## src/rtl/downscale_controller_if.sv

```systemverilog
// Handshake bundle for downscale_controller.
// Upstream sample stream in, downstream difference stream out.
interface downscale_controller_if #(
    parameter int DATA_SIZE = 16
);
    logic                 start_i;
    logic                 in_valid_i;
    logic [DATA_SIZE-1:0] in_data_i;
    logic                 in_ready_o;
    logic                 out_valid_o;
    logic                 out_ready_i;
    logic [DATA_SIZE:0]   sub_result_o;
    logic                 out_last_o;
    logic [DATA_SIZE-1:0] max_o;
    logic                 busy_o;
    logic                 done_o;

    modport master (
        output start_i, in_valid_i, in_data_i, out_ready_i,
        input  in_ready_o, out_valid_o, sub_result_o,
        input  out_last_o, max_o, busy_o, done_o
    );

    modport slave (
        input  start_i, in_valid_i, in_data_i, out_ready_i,
        output in_ready_o, out_valid_o, sub_result_o,
        output out_last_o, max_o, busy_o, done_o
    );
endinterface

```

## src/rtl/downscale_controller.sv

```systemverilog
// Softmax downscale sequencer: load a frame, track max, emit sample - max.
// Optional macro DOWNSCALE_CTRL_CLAMP_EN saturates result to DATA_SIZE signed.
module downscale_controller #(
    parameter int DATA_SIZE      = 16,
    parameter int NUMBER_OF_DATA = 10
) (
    input logic                  clock_i,
    input logic                  reset_i,
    downscale_controller_if.slave bus
);
    localparam int IW = $clog2(NUMBER_OF_DATA);
    localparam logic [IW-1:0] LAST = IW'(NUMBER_OF_DATA - 1);
    localparam logic signed [DATA_SIZE-1:0] MOST_NEG =
        {1'b1, {(DATA_SIZE-1){1'b0}}};

    typedef enum logic [1:0] {
        IDLE,
        LOAD,
        EMIT,
        DONE
    } state_t;

    state_t state, state_nxt;

    logic [IW-1:0]               wr_idx;
    logic [IW-1:0]               rd_idx;
    logic signed [DATA_SIZE-1:0] max_reg;
    logic signed [DATA_SIZE-1:0] data_buf [NUMBER_OF_DATA];
    logic                        in_fire;
    logic                        out_fire;
    logic signed [DATA_SIZE:0]   diff;
    logic signed [DATA_SIZE:0]   result;

    assign in_fire  = (state == LOAD) && bus.in_valid_i;
    assign out_fire = (state == EMIT) && bus.out_ready_i;

    // Widen both operands by one sign bit so the difference cannot overflow
    assign diff = {data_buf[rd_idx][DATA_SIZE-1], data_buf[rd_idx]}
                - {max_reg[DATA_SIZE-1], max_reg};

`ifdef DOWNSCALE_CTRL_CLAMP_EN
    localparam logic signed [DATA_SIZE:0] FLOOR =
        {2'b11, {(DATA_SIZE-1){1'b0}}};
    assign result = (diff < FLOOR) ? FLOOR : diff;
`else
    assign result = diff;
`endif

    assign bus.max_o = max_reg;

    // State register; reset dominates any pending start
    always_ff @(posedge clock_i) begin
        if (reset_i) state <= IDLE;
        else         state <= state_nxt;
    end

    // Next-state and state-decoded outputs
    always_comb begin
        state_nxt        = state;
        bus.in_ready_o   = 1'b0;
        bus.out_valid_o  = 1'b0;
        bus.out_last_o   = 1'b0;
        bus.sub_result_o = '0;
        bus.busy_o       = 1'b0;
        bus.done_o       = 1'b0;
        unique case (state)
            IDLE: begin
                if (bus.start_i) state_nxt = LOAD;
            end
            LOAD: begin
                bus.in_ready_o = 1'b1;
                bus.busy_o     = 1'b1;
                if (in_fire && wr_idx == LAST) state_nxt = EMIT;
            end
            EMIT: begin
                bus.out_valid_o  = 1'b1;
                bus.busy_o       = 1'b1;
                bus.out_last_o   = (rd_idx == LAST);
                bus.sub_result_o = result;
                if (out_fire && rd_idx == LAST) state_nxt = DONE;
            end
            DONE: begin
                bus.done_o = 1'b1;
                state_nxt  = IDLE;
            end
            default: state_nxt = IDLE;
        endcase
    end

    // Indices and running maximum; strict compare keeps the first peak
    always_ff @(posedge clock_i) begin
        if (reset_i) begin
            wr_idx  <= '0;
            rd_idx  <= '0;
            max_reg <= MOST_NEG;
        end else begin
            if (state == IDLE && bus.start_i) begin
                wr_idx  <= '0;
                rd_idx  <= '0;
                max_reg <= MOST_NEG;
            end
            if (in_fire) begin
                if ($signed(bus.in_data_i) > max_reg)
                    max_reg <= $signed(bus.in_data_i);
                if (wr_idx != LAST) wr_idx <= wr_idx + 1'b1;
                else                rd_idx <= '0;
            end
            if (out_fire && rd_idx != LAST)
                rd_idx <= rd_idx + 1'b1;
        end
    end

    // Sample buffer; contents are don't-care until written
    always_ff @(posedge clock_i) begin
        if (in_fire) data_buf[wr_idx] <= bus.in_data_i;
    end
endmodule

```

## src/flat_wrapper.sv

```systemverilog
// flat-port wrapper written by rule: the top's interface ports become plain ports
module downscale_controller_flat 
#(
    parameter int DATA_SIZE      = 16,
    parameter int NUMBER_OF_DATA = 10
)
  (clock_i, reset_i, bus_start_i, bus_in_valid_i, bus_in_data_i, bus_out_ready_i, bus_in_ready_o, bus_out_valid_o, bus_sub_result_o, bus_out_last_o, bus_max_o, bus_busy_o, bus_done_o);
  downscale_controller_if #(.DATA_SIZE(DATA_SIZE)) bus_i ();
  input logic clock_i;
  input logic reset_i;
  input wire logic [$bits(bus_i.start_i)-1:0] bus_start_i;
  input wire logic [$bits(bus_i.in_valid_i)-1:0] bus_in_valid_i;
  input wire logic [$bits(bus_i.in_data_i)-1:0] bus_in_data_i;
  input wire logic [$bits(bus_i.out_ready_i)-1:0] bus_out_ready_i;
  output wire logic [$bits(bus_i.in_ready_o)-1:0] bus_in_ready_o;
  output wire logic [$bits(bus_i.out_valid_o)-1:0] bus_out_valid_o;
  output wire logic [$bits(bus_i.sub_result_o)-1:0] bus_sub_result_o;
  output wire logic [$bits(bus_i.out_last_o)-1:0] bus_out_last_o;
  output wire logic [$bits(bus_i.max_o)-1:0] bus_max_o;
  output wire logic [$bits(bus_i.busy_o)-1:0] bus_busy_o;
  output wire logic [$bits(bus_i.done_o)-1:0] bus_done_o;
  assign bus_i.start_i = bus_start_i;
  assign bus_i.in_valid_i = bus_in_valid_i;
  assign bus_i.in_data_i = bus_in_data_i;
  assign bus_i.out_ready_i = bus_out_ready_i;
  assign bus_in_ready_o = bus_i.in_ready_o;
  assign bus_out_valid_o = bus_i.out_valid_o;
  assign bus_sub_result_o = bus_i.sub_result_o;
  assign bus_out_last_o = bus_i.out_last_o;
  assign bus_max_o = bus_i.max_o;
  assign bus_busy_o = bus_i.busy_o;
  assign bus_done_o = bus_i.done_o;
  downscale_controller #(.DATA_SIZE(DATA_SIZE), .NUMBER_OF_DATA(NUMBER_OF_DATA)) u_core (.clock_i(clock_i), .reset_i(reset_i), .bus(bus_i));
endmodule
```

## config.mk

```make
export PLATFORM = sky130hd
export DESIGN_NAME = downscale_controller_flat
export DESIGN_NICKNAME = d
export VERILOG_FILES = /design/src/rtl/downscale_controller_if.sv /design/src/rtl/downscale_controller.sv /design/src/flat_wrapper.sv
export SDC_FILE = /design/constraint.sdc
export NUM_CORES = 1
export LEC_CHECK = 0
export ABC_CLOCK_PERIOD_IN_PS = 4600
export CELL_PAD_IN_SITES_DETAIL_PLACEMENT = 1
export CELL_PAD_IN_SITES_GLOBAL_PLACEMENT = 2
export CORE_UTILIZATION = 35
export DETAILED_ROUTE_END_ITERATION = 12
export PLACE_DENSITY = 0.72
export SYNTH_ARGS = -nofsm -noshare
export SYNTH_HDL_FRONTEND = slang
export SYNTH_SLANG_ARGS = --single-unit
```

## constraint.sdc

```tcl
create_clock -name clock_i -period 4.6 [get_ports clock_i]
set_input_delay 0.92 -clock clock_i [delete_from_list [all_inputs] [get_ports clock_i]]
set_output_delay 0.92 -clock clock_i [all_outputs]
set_load 0.05 [all_outputs]
```

## Yosys cells after proc, flatten, opt, wreduce, memory -nomap -nowiden

Memory sizes are Yosys's and may differ from the RTL's. A register that Yosys moved wholly into a read port is not among the register bits.
Cells that the tools add are included.

| cells by class | value |
|---|---|
| order comparisons | 1 |
| mux-type cells | 23 |
| reduce and logical (&&, ||, !) cells | 9 |
| equality and inequality tests | 10 |
| $add $sub $neg | 3 |

Operators by type and width:

| kind | number |
|---|---|
| $mux W16 | 3 |
| $mux W4 | 8 |
| $mux W17 | 1 |
| $sub A16 B16 Y17 | 1 |
| $gt A16 B16 Y1 | 1 |
| $add A4 B1 Y4 const B | 2 |
| $eq A4 B4 Y1 const B | 2 |
| $ne A4 B4 Y1 const B | 2 |
| $pmux W2 S4 | 1 |
| $mux W1 | 7 |
| $logic_and A1 B1 Y1 | 6 |
| $mux W2 | 3 |
| $ne A2 B2 Y1 const B | 3 |
| $eq A2 B2 Y1 const B | 2 |
| $reduce_and A3 Y1 | 1 |
| $eq A2 B1 Y1 const B | 1 |
| $logic_not A2 Y1 | 1 |
| $reduce_or A2 Y1 | 1 |

| storage, ports and cells | value |
|---|---|
| memories | 1 |
| logic and storage cells | 51 |
| output and inout port bits | 38 |
| memory bits (writable) | 160 |
| input bits | 21 |
| register bits | 26 |

Memories:

| name | depth | bits a word | read ports | clocked after memory_dff | write ports | line | source |
|---|---|---|---|---|---|---|---|
| u_core.data_buf | 10 | 16 | 1 | 1 | 1 | downscale_controller.sv:28 | `logic signed [DATA_SIZE-1:0] data_buf [NUMBER_OF_DATA];` |

## Depth between registers and ports, before layout

| logic depth | value |
|---|---|
| depth in word-level cells | 7 |
| gate-level depth with buffers | 16 |
| mapped depth without buffers | 13 |

## Least setup slack after synthesis

Ideal clock, no wire load.

| path | value |
|---|---|
| path kind | reg2out |
| from | register u_core.rd_idx[0] (netlist name) |
| to | output port bus_sub_result_o[14] |
| slack | -0.652 ns |
| buffers on the path | 2 |
| required time | 3.680 ns |
| arrival time | 4.332 ns |
| cell stages (with the launch flop) | 16 |
| path through | dfxtp_1 -> buf_2 -> buf_2 -> mux4_2 -> mux2_2 -> o21ai_0 -> ha_1 -> inv_1 -> fa_1 -> a211oi_1 -> o21ai_0 -> a21oi_1 -> o21ai_0 -> a21o_1 -> a31oi_1 -> mux2i_1 |

RTL lines:

| element | line | source |
|---|---|---|
| to (decl) | flat_wrapper.sv:17 | `output wire logic [$bits(bus_i.sub_result_o)-1:0] bus_sub_result_o;` |

==> flow_summary.toml <==
[status]
status = "finished with violations"
violations = "negative setup slack"

[layout]
finalNetCount = 796
final_common_cell = "edfxtp_1"
fin_util_pct = 46.3
final_cell_mix = "edfxtp_1 (160), buf_4 (55), nand2_1 (50)"
n_antenna_cell = 0
final_layout_size_suffix_gt1_share_pct = 28.9
syn2layout_area_growth_pct = 30.0

[synthesis]
synth_area_leaders = "edfxtp_1 (56%), mux4_2 (8.4%), ha_1 (6.2%)"
synth_ff_type = "edfxtp_1"
ys_seq_elements = 186
avgSynthCellArea_um2 = 14.1
synth_area_mm2 = 0.00863
synth_edf_count = 160
synth_fp_nets = 675
netlist_instances = 610
yosys.cell_types.count = 45
async_flop_share_pct = 0
ys.warnings.count = 0
yosysSeqAreaShare_pct = 61.7
yosys.area.top_type = "edfxtp_1"
synth_top_area_share_pct = 55.7

[drt]
m1WireLength_um = 10700
ant_nets = 0
viasPerCell = 5.14
routedWlPerCell_um = 21.9
first_pass_iters = 4
highest_layer = "met4"
drtIter0Drc = 302
vias = 5492
wl_met2_um = 11500
route.detailed.drc = 0
routed_wl_um = 23400
wl_met3_um = 852

[clock_network]
insertion_delay_ps = 440
cts-root-buf = "clkbuf_16"
cts.reportedPaths.clkPinSlew_ps = 80
cts_htree_levels = 4
cts_buffer_depth = 2
numCtsBuffers = 17
cts_sinks = 186
cts-hold-fix-buffers = 0
cts_tree = "yes"

[global_route]
grt_usage_pct = 18.8
grt_pass1_wl_um = 35300
grt_pass1_vias = 5947
grt-ovfl-total = 0
grt_antenna_before_repair = 0
grt_max_degree = 21

[worst_setup_path]
slowest_stage = "mux4_2"
critical_path.max_fanout = 6
critPathRequiredTime_ps = 3680
critPathKind = "reg -> out"
critPathArrivalTime_ps = 3910
critical-path-max-stage-delay_ps = 470
startpoint_type = "flip-flop"
critical_path.endpoint_type = "primary output"
path_cells = "buf_4, mux4_2, nor2b_1, a211oi_2, a21oi_2, fa_2, a211oi_2, o21ai_2, a21oi_2, o21ai_1, a21o_1, buf_6, a221o_1, o21ai_2, buf_12"

[floorplanning]
io_pins = 59
dieArea_mm2 = 0.0253
core_mm2 = 0.0242
fp.dieH_um = 159
fp.dieW_um = 159
start_util_pct = 35.6
num_rows = 57

[timing]
setup_violations = 8
period_share_pct = 105
tightest_slew_ps = 1040
maxSlewViolCount = 0
worst_slack_ps = -231
fmax_mhz = 207
fin_crit_ps = 4830
grt_setup_unrepaired = "true"
clock_skew_ps = 11.1
slew_headroom_pct = 30.7
holdWs_ps = 488
hold_viol = 0

[placement]
dp_hpwl_um = 16100
place_congestion = 0.816
portBuffers = 58

[hold_path]
hold_path.class = "reg -> reg"

[pwr]
powerDensity_mw_per_mm2 = 457
ir_drop_mv = 0.219
p_leak_nw = 3.78

[flow_run]
maxCapViolations = 0
==> layout make-up <==
class / instances / area (um^2)
fill: 2432 / 13000
sequential: 186 / 5330
multi-input combinational: 372 / 3420
timing repair buffer: 125 / 1330
clock buffer: 17 / 425
tap: 324 / 405
clock inverter: 15 / 200
inverter: 29 / 109
==> worst max-delay path, delay by kind of cell (launching register included) <==
kind / cells / cell delay, ps
flops: 1 / 430
fa+ha+maj: 1 / 410
simple gates: 1 / 150
compound gates: 9 / 1560
buf+inv: 3 / 430
mux: 1 / 470
==> stage by stage <==
| step | cell area, um^2 | setup slack (ps) | instances | power [W] | setup TNS, ps |
|---|---|---|---|---|---|
| 6_report | 11200 | -231 | 1068 | 0.00513 | -988 |
| 2_1_floorplan | 8670 | -264 | 610 | 0.00286 | -264 |
| 4_1_cts | 10900 | -298 | 1059 | 0.00503 | -1690 |
| 5_1_grt | 11200 | -383 | 1068 | 0.00535 | -2560 |
| 3_3_place_gp | 10100 | -99.7 | 1023 | 0.00340 | -142 |
| 3_5_place_dp | 10100 | -71.3 | 1023 | 0.00344 | -197 |
==> power by group <==
part	switching (W)	internal (W)	total, W
Combinational	0.000924	0.000759	0.00168
Sequential	0.0000349	0.00189	0.00192
Clock	0.000733	0.000792	0.00153
==> repair_timing <==
item,in CTS,in global routing
gates resized for setup,36,48
buffers inserted,4,9
gates cloned,0,1
pin swaps,19,29
setup endpoints to repair,12,11
==> logic make-up (layout without fill, tap and decap cells) <==
| group | Yosys count | in the layout | share of synthesized area (%) |
|---|---|---|---|
| multiplexers | 69 | 69 | 12.7 |
| flip-flops | 186 | 186 | 61.7 |
| XOR/XNOR | 8 | 8 | 0.812 |
| AO/OA/AOI/OAI | 102 | 102 | 7.31 |
| buffers and inverters | 52 | 186 | 2.48 |
| adder cells (fa/ha/maj) | 44 | 44 | 6.47 |
| AND/OR/NAND/NOR | 149 | 149 | 8.58 |
==> registers in the layout (all words and copies together) (netlist names) <==
register / cells
u_core.wr_idx: 4
u_core.bus.max_o: 16
u_core.data_buf: 160
u_core.state: 2
u_core.rd_idx: 4
==> metal layers <==
layer  global-route usage (%)  vias up
met3                     3.13       26
met1                     25.4     2804
met5                        0        -
met2                     31.1      114
li1                         -     2548
met4                     5.77        0
==> cells in the mapped netlist, drive strengths merged (7+ instances only) <==
library cell and count:
nand3 10, buf 7, edfxtp 160, mux2i 36, o21ai 21, and2 13, a21oi 41, nor3 8
clkbuf 16, nor2 30, nor2b 21, a211oi 21, ha 43, dfxtp 26, inv 29, nand2 50
mux4 32
==> worst paths after layout <==
kind | start | endpoint | slack (ps) | cells after the start
max reg2reg | u_core.bus.max_o[15] | u_core.bus.max_o[9] | 1860 | 9
max | u_core.rd_idx[0] | bus_sub_result_o[16] | -230 | 15
min | u_core.bus.max_o[11] | u_core.bus.max_o[11] | 490 | 2
min reg2reg | u_core.bus.max_o[11] | u_core.bus.max_o[11] | 490 | 2
(Power assumes the default switching activity.)
